[config.mk]
export PLATFORM = sky130hd
export DESIGN_NAME = upsample_2x2_flat
export DESIGN_NICKNAME = d
export VERILOG_FILES = /design/src/rtl/cnn_pkg.sv /design/src/rtl/upsample_2x2_if.sv /design/src/rtl/upsample_line_buf.sv /design/src/rtl/upsample_2x2.sv /design/src/flat_wrapper.sv
export SDC_FILE = /design/constraint.sdc
export NUM_CORES = 1
export LEC_CHECK = 0
export ABC_AREA = 1
export BUFFER_PORTS_ARGS = -buffer_cell sky130_fd_sc_hd__buf_2
export CAP_MARGIN = 20
export CORE_MARGIN = 2
export CORE_UTILIZATION = 58
export CTS_CLUSTER_DIAMETER = 200
export DETAILED_ROUTE_END_ITERATION = 10
export PLACE_DENSITY_LB_ADDON = 0.15
export REMOVE_ABC_BUFFERS = 1
export SLEW_MARGIN = 25
export SYNTH_ARGS = -nofsm -noshare
export SYNTH_HDL_FRONTEND = slang
export SYNTH_SLANG_ARGS = --single-unit
[constraint.sdc]
create_clock -name i_clk -period 7.1 [get_ports i_clk]
set_input_delay 1.065 -clock i_clk [delete_from_list [all_inputs] [get_ports i_clk]]
set_output_delay 1.065 -clock i_clk [all_outputs]
set_load 0.005 [all_outputs]
[src/rtl/cnn_pkg.sv]
// Shared types for the CNN feature-map datapath.
// - DATA_WIDTH : width of one signed feature
// - feature_t  : signed feature word
// - up_state_t : FSM states of the 2x2 upsampler
// - cnt_w()    : counter width for a terminal count n (never below 1 bit)
package cnn_pkg;

    localparam int DATA_WIDTH = 16;

    typedef logic signed [DATA_WIDTH-1:0] feature_t;

    typedef enum logic [1:0] {
        IDLE = 2'd0,
        TOP  = 2'd1,
        PREP = 2'd2,
        BOT  = 2'd3
    } up_state_t;

    function automatic int cnt_w(input int n);
        return (n > 1) ? $clog2(n) : 1;
    endfunction

endpackage

[src/rtl/upsample_2x2_if.sv]
// Stream bundle of the 2x2 upsampler.
// Ports (signal names are those of the block):
// - i_start                           frame start request
// - i_valid / i_ready / i_features    pooled feature input stream
// - o_valid / o_ready / o_features    upsampled feature output stream
// - o_eol / o_eoc / o_done            row end, channel end, frame done
// - dbg_state                         current FSM state, for observation
// Handshake: a beat transfers on a rising clock edge where valid & ready are
// both high; once valid is raised, it and its payload stay stable until that
// transfer happens, and ready may depend combinationally on state but never
// on the same-cycle valid of the other side.
// Modports: slave = the upsampler, master = whoever drives and consumes it.
interface upsample_2x2_if;
    import cnn_pkg::*;

    logic      i_start;
    logic      i_valid;
    logic      i_ready;
    feature_t  i_features;
    logic      o_valid;
    logic      o_ready;
    feature_t  o_features;
    logic      o_eol;
    logic      o_eoc;
    logic      o_done;
    up_state_t dbg_state;

    modport slave (
        input  i_start, i_valid, i_features, o_ready,
        output i_ready, o_valid, o_features, o_eol, o_eoc, o_done, dbg_state
    );

    modport master (
        output i_start, i_valid, i_features, o_ready,
        input  i_ready, o_valid, o_features, o_eol, o_eoc, o_done, dbg_state
    );
endinterface

[src/rtl/upsample_line_buf.sv]
// One pooled row of features, written while the even output row is produced
// and replayed for the odd output row.
// Ports:
// - clk_i                  clock
// - wr_en_i/wr_addr_i/wr_data_i   write port
// - rd_en_i/rd_addr_i      read request; data appears on rd_data_o next cycle
// - rd_data_o              registered read data, held until the next read
module upsample_line_buf
    import cnn_pkg::*;
#(
    parameter int DEPTH = 14,
    parameter int AW    = cnt_w(DEPTH)
) (
    input  logic          clk_i,
    input  logic          wr_en_i,
    input  logic [AW-1:0] wr_addr_i,
    input  feature_t      wr_data_i,
    input  logic          rd_en_i,
    input  logic [AW-1:0] rd_addr_i,
    output feature_t      rd_data_o
);
    feature_t mem_q [DEPTH];
    feature_t rd_data_q;

    always_ff @(posedge clk_i) begin
        if (wr_en_i) mem_q[wr_addr_i] <= wr_data_i;
        if (rd_en_i) rd_data_q <= mem_q[rd_addr_i];
    end

    assign rd_data_o = rd_data_q;
endmodule

[src/rtl/upsample_2x2.sv]
// Nearest-neighbour 2x2 unpool. Each pooled feature becomes a 2x2 block:
// on the even output row every input is emitted twice and stored in the line
// buffer; on the odd output row the stored row is replayed, again twice each.
// Ports:
// - i_clk  clock
// - i_rst  synchronous active-high reset; aborts any frame in progress
// - bus    stream bundle (slave side), see upsample_2x2_if
module upsample_2x2
    import cnn_pkg::*;
#(
    parameter int NUM_CHANNELS = 6,
    parameter int NUM_IN_COLS  = 14,
    parameter int NUM_IN_ROWS  = 14
) (
    input  logic           i_clk,
    input  logic           i_rst,
    upsample_2x2_if.slave  bus
);
    localparam int COL_W = cnt_w(NUM_IN_COLS);
    localparam int ROW_W = cnt_w(NUM_IN_ROWS);
    localparam int CH_W  = cnt_w(NUM_CHANNELS);

    up_state_t        state_q, state_d;
    logic [COL_W-1:0] col_q, col_d;
    logic [ROW_W-1:0] row_q, row_d;
    logic [CH_W-1:0]  ch_q, ch_d;
    feature_t         hold_q, hold_d;
    logic             hold_valid_q, hold_valid_d;
    logic             hold_last_q, hold_last_d;   // held value is the last column
    logic             dup_q, dup_d;               // held value is on its second beat
    logic             rd_avail_q, rd_avail_d;     // line-buffer read data is pending use
    logic             done_q, done_d;

    logic             wr_en, rd_en, load;
    logic [COL_W-1:0] rd_addr;
    feature_t         rd_data, load_data;
    logic             col_last, row_last, ch_last;
    logic             can_load, row_locked, in_ready, fire, row_done, eol;

    upsample_line_buf #(.DEPTH(NUM_IN_COLS), .AW(COL_W)) u_line_buf (
        .clk_i     (i_clk),
        .wr_en_i   (wr_en),
        .wr_addr_i (col_q),
        .wr_data_i (bus.i_features),
        .rd_en_i   (rd_en),
        .rd_addr_i (rd_addr),
        .rd_data_o (rd_data)
    );

    assign col_last = (col_q == COL_W'(NUM_IN_COLS - 1));
    assign row_last = (row_q == ROW_W'(NUM_IN_ROWS - 1));
    assign ch_last  = (ch_q == CH_W'(NUM_CHANNELS - 1));

    // The hold register can take a new value when empty, or when its second
    // beat is leaving this cycle.
    assign can_load   = ~hold_valid_q | (dup_q & bus.o_ready);
    // Once the last column of a row is held, the next input belongs to the
    // next row and must wait until the odd row has been replayed.
    assign row_locked = hold_valid_q & hold_last_q;
    assign in_ready   = (state_q == TOP) & can_load & ~row_locked;
    assign fire       = hold_valid_q & bus.o_ready;
    assign row_done   = fire & dup_q & hold_last_q;
    assign eol        = hold_valid_q & dup_q & hold_last_q;

    always_comb begin
        state_d      = state_q;
        col_d        = col_q;
        row_d        = row_q;
        ch_d         = ch_q;
        hold_d       = hold_q;
        hold_valid_d = hold_valid_q;
        hold_last_d  = hold_last_q;
        dup_d        = dup_q;
        rd_avail_d   = rd_avail_q;
        done_d       = 1'b0;
        wr_en        = 1'b0;
        rd_en        = 1'b0;
        rd_addr      = col_q + COL_W'(1);
        load         = 1'b0;
        load_data    = hold_q;

        case (state_q)
            IDLE: begin
                // A start coinciding with the done pulse belongs to the old frame.
                if (bus.i_start && !done_q) begin
                    state_d = TOP;
                    col_d   = '0;
                    row_d   = '0;
                    ch_d    = '0;
                end
            end
            TOP: begin
                if (in_ready && bus.i_valid) begin
                    load      = 1'b1;
                    load_data = bus.i_features;
                    wr_en     = 1'b1;
                end
                if (row_done) state_d = PREP;
            end
            PREP: begin
                // Fetch column 0 so it is ready on the first BOT cycle.
                rd_en      = 1'b1;
                rd_addr    = '0;
                rd_avail_d = 1'b1;
                state_d    = BOT;
            end
            BOT: begin
                if (rd_avail_q && can_load) begin
                    load      = 1'b1;
                    load_data = rd_data;
                    // Prefetch the next column while this one is emitted.
                    rd_en      = ~col_last;
                    rd_avail_d = ~col_last;
                end
                if (row_done) begin
                    if (row_last) begin
                        row_d = '0;
                        if (ch_last) begin
                            ch_d    = '0;
                            state_d = IDLE;
                            done_d  = 1'b1;
                        end else begin
                            ch_d    = ch_q + CH_W'(1);
                            state_d = TOP;
                        end
                    end else begin
                        row_d   = row_q + ROW_W'(1);
                        state_d = TOP;
                    end
                end
            end
            default: state_d = IDLE;
        endcase

        if (fire) begin
            if (!dup_q) begin
                dup_d = 1'b1;
            end else begin
                dup_d        = 1'b0;
                hold_valid_d = 1'b0;
            end
        end
        if (load) begin
            hold_d       = load_data;
            hold_valid_d = 1'b1;
            dup_d        = 1'b0;
            hold_last_d  = col_last;
            col_d        = col_last ? '0 : col_q + COL_W'(1);
        end
    end

    always_ff @(posedge i_clk) begin
        if (i_rst) begin
            state_q      <= IDLE;
            col_q        <= '0;
            row_q        <= '0;
            ch_q         <= '0;
            hold_q       <= '0;
            hold_valid_q <= 1'b0;
            hold_last_q  <= 1'b0;
            dup_q        <= 1'b0;
            rd_avail_q   <= 1'b0;
            done_q       <= 1'b0;
        end else begin
            state_q      <= state_d;
            col_q        <= col_d;
            row_q        <= row_d;
            ch_q         <= ch_d;
            hold_q       <= hold_d;
            hold_valid_q <= hold_valid_d;
            hold_last_q  <= hold_last_d;
            dup_q        <= dup_d;
            rd_avail_q   <= rd_avail_d;
            done_q       <= done_d;
        end
    end

    assign bus.i_ready    = in_ready;
    assign bus.o_valid    = hold_valid_q;
    assign bus.o_features = hold_q;
    assign bus.o_eol      = eol;
    assign bus.o_eoc      = eol & (state_q == BOT) & row_last;
    assign bus.o_done     = done_q;
    assign bus.dbg_state  = state_q;
endmodule

[src/flat_wrapper.sv]
// flat-port wrapper written by rule: the top's interface ports become plain ports
module upsample_2x2_flat import cnn_pkg::*;
#(
    parameter int NUM_CHANNELS = 6,
    parameter int NUM_IN_COLS  = 14,
    parameter int NUM_IN_ROWS  = 14
)
  (i_clk, i_rst, bus_i_start, bus_i_valid, bus_i_features, bus_o_ready, bus_i_ready, bus_o_valid, bus_o_features, bus_o_eol, bus_o_eoc, bus_o_done, bus_dbg_state);
  upsample_2x2_if bus_i ();
  input  logic i_clk;
  input  logic i_rst;
  input wire logic [$bits(bus_i.i_start)-1:0] bus_i_start;
  input wire logic [$bits(bus_i.i_valid)-1:0] bus_i_valid;
  input wire logic [$bits(bus_i.i_features)-1:0] bus_i_features;
  input wire logic [$bits(bus_i.o_ready)-1:0] bus_o_ready;
  output wire logic [$bits(bus_i.i_ready)-1:0] bus_i_ready;
  output wire logic [$bits(bus_i.o_valid)-1:0] bus_o_valid;
  output wire logic [$bits(bus_i.o_features)-1:0] bus_o_features;
  output wire logic [$bits(bus_i.o_eol)-1:0] bus_o_eol;
  output wire logic [$bits(bus_i.o_eoc)-1:0] bus_o_eoc;
  output wire logic [$bits(bus_i.o_done)-1:0] bus_o_done;
  output wire logic [$bits(bus_i.dbg_state)-1:0] bus_dbg_state;
  assign bus_i.i_start = bus_i_start;
  assign bus_i.i_valid = bus_i_valid;
  assign bus_i.i_features = bus_i_features;
  assign bus_i.o_ready = bus_o_ready;
  assign bus_i_ready = bus_i.i_ready;
  assign bus_o_valid = bus_i.o_valid;
  assign bus_o_features = bus_i.o_features;
  assign bus_o_eol = bus_i.o_eol;
  assign bus_o_eoc = bus_i.o_eoc;
  assign bus_o_done = bus_i.o_done;
  assign bus_dbg_state = bus_i.dbg_state;
  upsample_2x2 #(.NUM_CHANNELS(NUM_CHANNELS), .NUM_IN_COLS(NUM_IN_COLS), .NUM_IN_ROWS(NUM_IN_ROWS)) u_core (.i_clk(i_clk), .i_rst(i_rst), .bus(bus_i));
endmodule
==> run metrics <==
IO Count 44; Reg2Reg Setup Slack 3.87 ns; Final HPWL DP about 14000 um; first-pass GRT wire length 40500 um; Async S/R FF share, synth 0%; Synth area leader edfxtp_1; crit-path max FO 12; final core occ 65.6%; Avg Cell Area, Syn 11.9 sq um; mux contribution to synthesized area 2.56%; clk buf depth 3; hold path depth 2; grt ovf 0; CP peak stage delay 0.77 ns; leakage power approximately 4.5 nW; fin crit share a little over half; clock share of power 27.6%; Post-Synth Simple-Gate Area 13.9%; DR top layer met4; final setup TNS 0 ns; Initial Utilization around 59%; crit path kind reg2out; total track usage 26.2%; Post-synth EDFFs 240; final setup margin 3.41 ns; #FFs+latches synth 274; reg-to-reg startpoint u_core.col_q[0]$_SDFFE_PP0P_; n_diodes 0; num rows 51; Cell variety after synth 37; initial antenna violation count 0; area grow syn2layout 11.9%; Psw 1.82 mW; largest net degree at the start of global routing 91; initial drt markers 674; clk_skew roughly 0.012 ns; vias in the first global route 7026; synthesized-area fraction occupied by xor and xnor cells 0.386%; Clock transition at path regs 0.06 ns; RSZ-0062 raised after global routing false; layout cells sized above 1 13.2%; CP max stage cell ha_1; DIE AREA 20700 sq um; compound-cell area share of the yosys netlist 8.66%; routed wl met2 12000 um; CTS Hold Bufs 0; HP Start u_core.ch_q[2]$_SDFFE_PP0P_; peak supply drop 296 uV; CP Cell Sequence ha_1, buf_4, inv_1, nor3_1, buf_2; WL met1 11300 um; Vias about 7500; outcome completed; CTS resizes 0; Crit path max-delay family adder cells; clk_lat worst skew 0.54 ns; Buf/Inv on CP 3; ANT nets after route 0; Comb power frac 33.2%; P per Cell Area 402 nW/um^2; Final GP Congestion about 0.77; Main synth FF type edfxtp_1; DRT Wirelength 26300 um; Via density 5.83; largest family of logic cells by synthesized area simple AND/OR/NAND/NOR gates; WP data arrival 2.63 ns; crit path time final 3.69 ns; fmax 271 MHz; CTS tree done; Fin. Hold Viols 0; Synthesis Warnings 0; number of CTS-inserted buffers 28; Buffers on Ports 43; sequential element share of the synthesized area a little over two thirds; reg2reg end u_core.u_line_buf.rd_data_o[12]$_DFFE_PP_; DRC Markers 0; Setup crit start kind flip-flop; hold crit path type reg2reg; required time of the worst setup path around 6.0 ns; WP depth 5; Clock H-tree levels 1; sw frac around 36%; Post-CTS Setup Bufs 0; post-synth top area share 63.5%; Post-Synth Adder-Cell Area 1.21%; Reg2Reg Depth 12; Root Driver clkbuf_16; Final #Nets between 1000 and 1500; met3 wire len 2420 um; synthesized instance count 953; Post-Place Setup Slack 3.62 ns; Pins Over Slew Limit 0; Die H between 100 and 150 um; WL per Instance about 21 um; CP endpoint kind primary output; Core ar. 19300 sq um; Setup Viol. Count Final 0; Hold Crit Endpoint u_core.ch_q[2]$_SDFFE_PP0P_; Int Pwr 3.28 mW; Seq pwr share 39.2%; TritonRoute pass-1 iters 5; synthesized cell area 11300 sq um; Die X-Extent between 100 and 150 um; slew at the pin with the worst max-slew slack 1.05 ns; most area-consuming cells after synthesis edfxtp_1, nor2_1, dfxtp_1; Slew headroom slightly below 30%; clk sink count about 270; max cap viols 0
[worst min-delay path, stage by stage, from the launching register on]
cell	delay, ns
dfxtp_1	0.32
nand2_1	0.06
nand2_1	0.04
[worst max-delay path by stage]
stage,startpoint,endpoint,slack [ns]
after floorplan,u_core.bus.dbg_state[0]$_SDFFE_PP0P_,u_core.u_line_buf.rd_data_o[0]$_DFFE_PP_,3.38
after global placement,bus_o_ready,u_core.u_line_buf.mem_q[8][10]$_DFFE_PP_,3.72
after detailed placement,bus_o_ready,u_core.u_line_buf.mem_q[9][3]$_DFFE_PP_,3.62
after CTS,u_core.bus.dbg_state[0]$_SDFFE_PP0P_,bus_o_eoc,3.39
after global routing,u_core.bus.dbg_state[0]$_SDFFE_PP0P_,bus_o_eoc,3.33
final,u_core.bus.dbg_state[0]$_SDFFE_PP0P_,bus_o_eoc,3.41
[cell usage in the layout (no fill, tap or decap), drive strengths merged, types with 2 or more instances in the layout]
master,instances
inv,33
o31ai,15
o21ai,86
ha,11
xor2,3
bufinv,2
nand2,81
a21oi,26
clkinvlp,2
dfxtp,34
clkinv,14
mux2i,29
nor3,10
o211ai,34
buf,63
clkbuf,34
edfxtp,240
nand3,65
nor2,224
xnor2,2
nor4,2
[logic make-up (layout without fill, tap and decap cells)]
group | Yosys count | count (layout)
buf+inv | 84 | 148
xor+xnor | 5 | 5
mux | 29 | 29
simple gates | 385 | 385
fa+ha+maj | 11 | 11
flops | 274 | 274
compound gates | 165 | 165
[power groups by stage]
stage / clock, mW / sequential (mW) / combinational [mW]
after floorplan: 0 / 2.02 / 1.14
after global placement: 0 / 2.03 / 1.66
after global routing: 1.49 / 2.01 / 1.90
after CTS: 1.43 / 2.00 / 1.70
after detailed placement: 0 / 2.03 / 1.69
final: 1.41 / 2.00 / 1.69
[layer usage]
layer  global-route usage [%]  vias up
li1                         -     3478
met1                     38.7     3617
met2                     40.8      332
met3                     4.83       44
met4                     6.50        0
met5                        0        -
[flip-flops by register name, indices dropped and copies added (netlist names)]
register                     flops
u_core.bus.o_features           16
u_core.u_line_buf.mem_q        224
u_core.hold_last_q               1
u_core.bus.o_done                1
u_core.u_line_buf.rd_data_o     16
u_core.col_q                     4
u_core.row_q                     4
u_core.bus.o_valid               1
u_core.dup_q                     1
u_core.bus.dbg_state             2
u_core.rd_avail_q                1
u_core.ch_q                      3
[layout make-up]
class	count	area [sq um]
inverter	33	125
clock inverter	18	141
clock buffer	34	744
multi-input combinational	595	3100
sequential	274	7890
tap	265	332
timing repair buffer	63	365
fill	1468	6640
[cells in the mapped netlist, drive strengths merged, types with 2 or more instances]
cell type  count
nand3         65
nand2         81
clkbuf        13
nor3          10
mux2i         29
inv           32
xnor2          2
dfxtp         34
o211ai        34
buf           38
ha            11
nor2         224
nor4           2
o21ai         86
edfxtp       240
xor2           3
a21oi         26
o31ai         15
[through the flow]
stage	instances	hold slack [ns]	power [mW]	instance area [sq um]
4_1_cts	1282	0.465	5.12	12700
3_5_place_dp	1230	0.456	3.71	11800
2_1_floorplan	902	0.439	3.16	11000
6_report	1282	0.463	5.10	12700
3_3_place_gp	1230	0.457	3.69	11800
5_1_grt	1282	0.487	5.40	12700
Power figures use the tool's default switching activity.
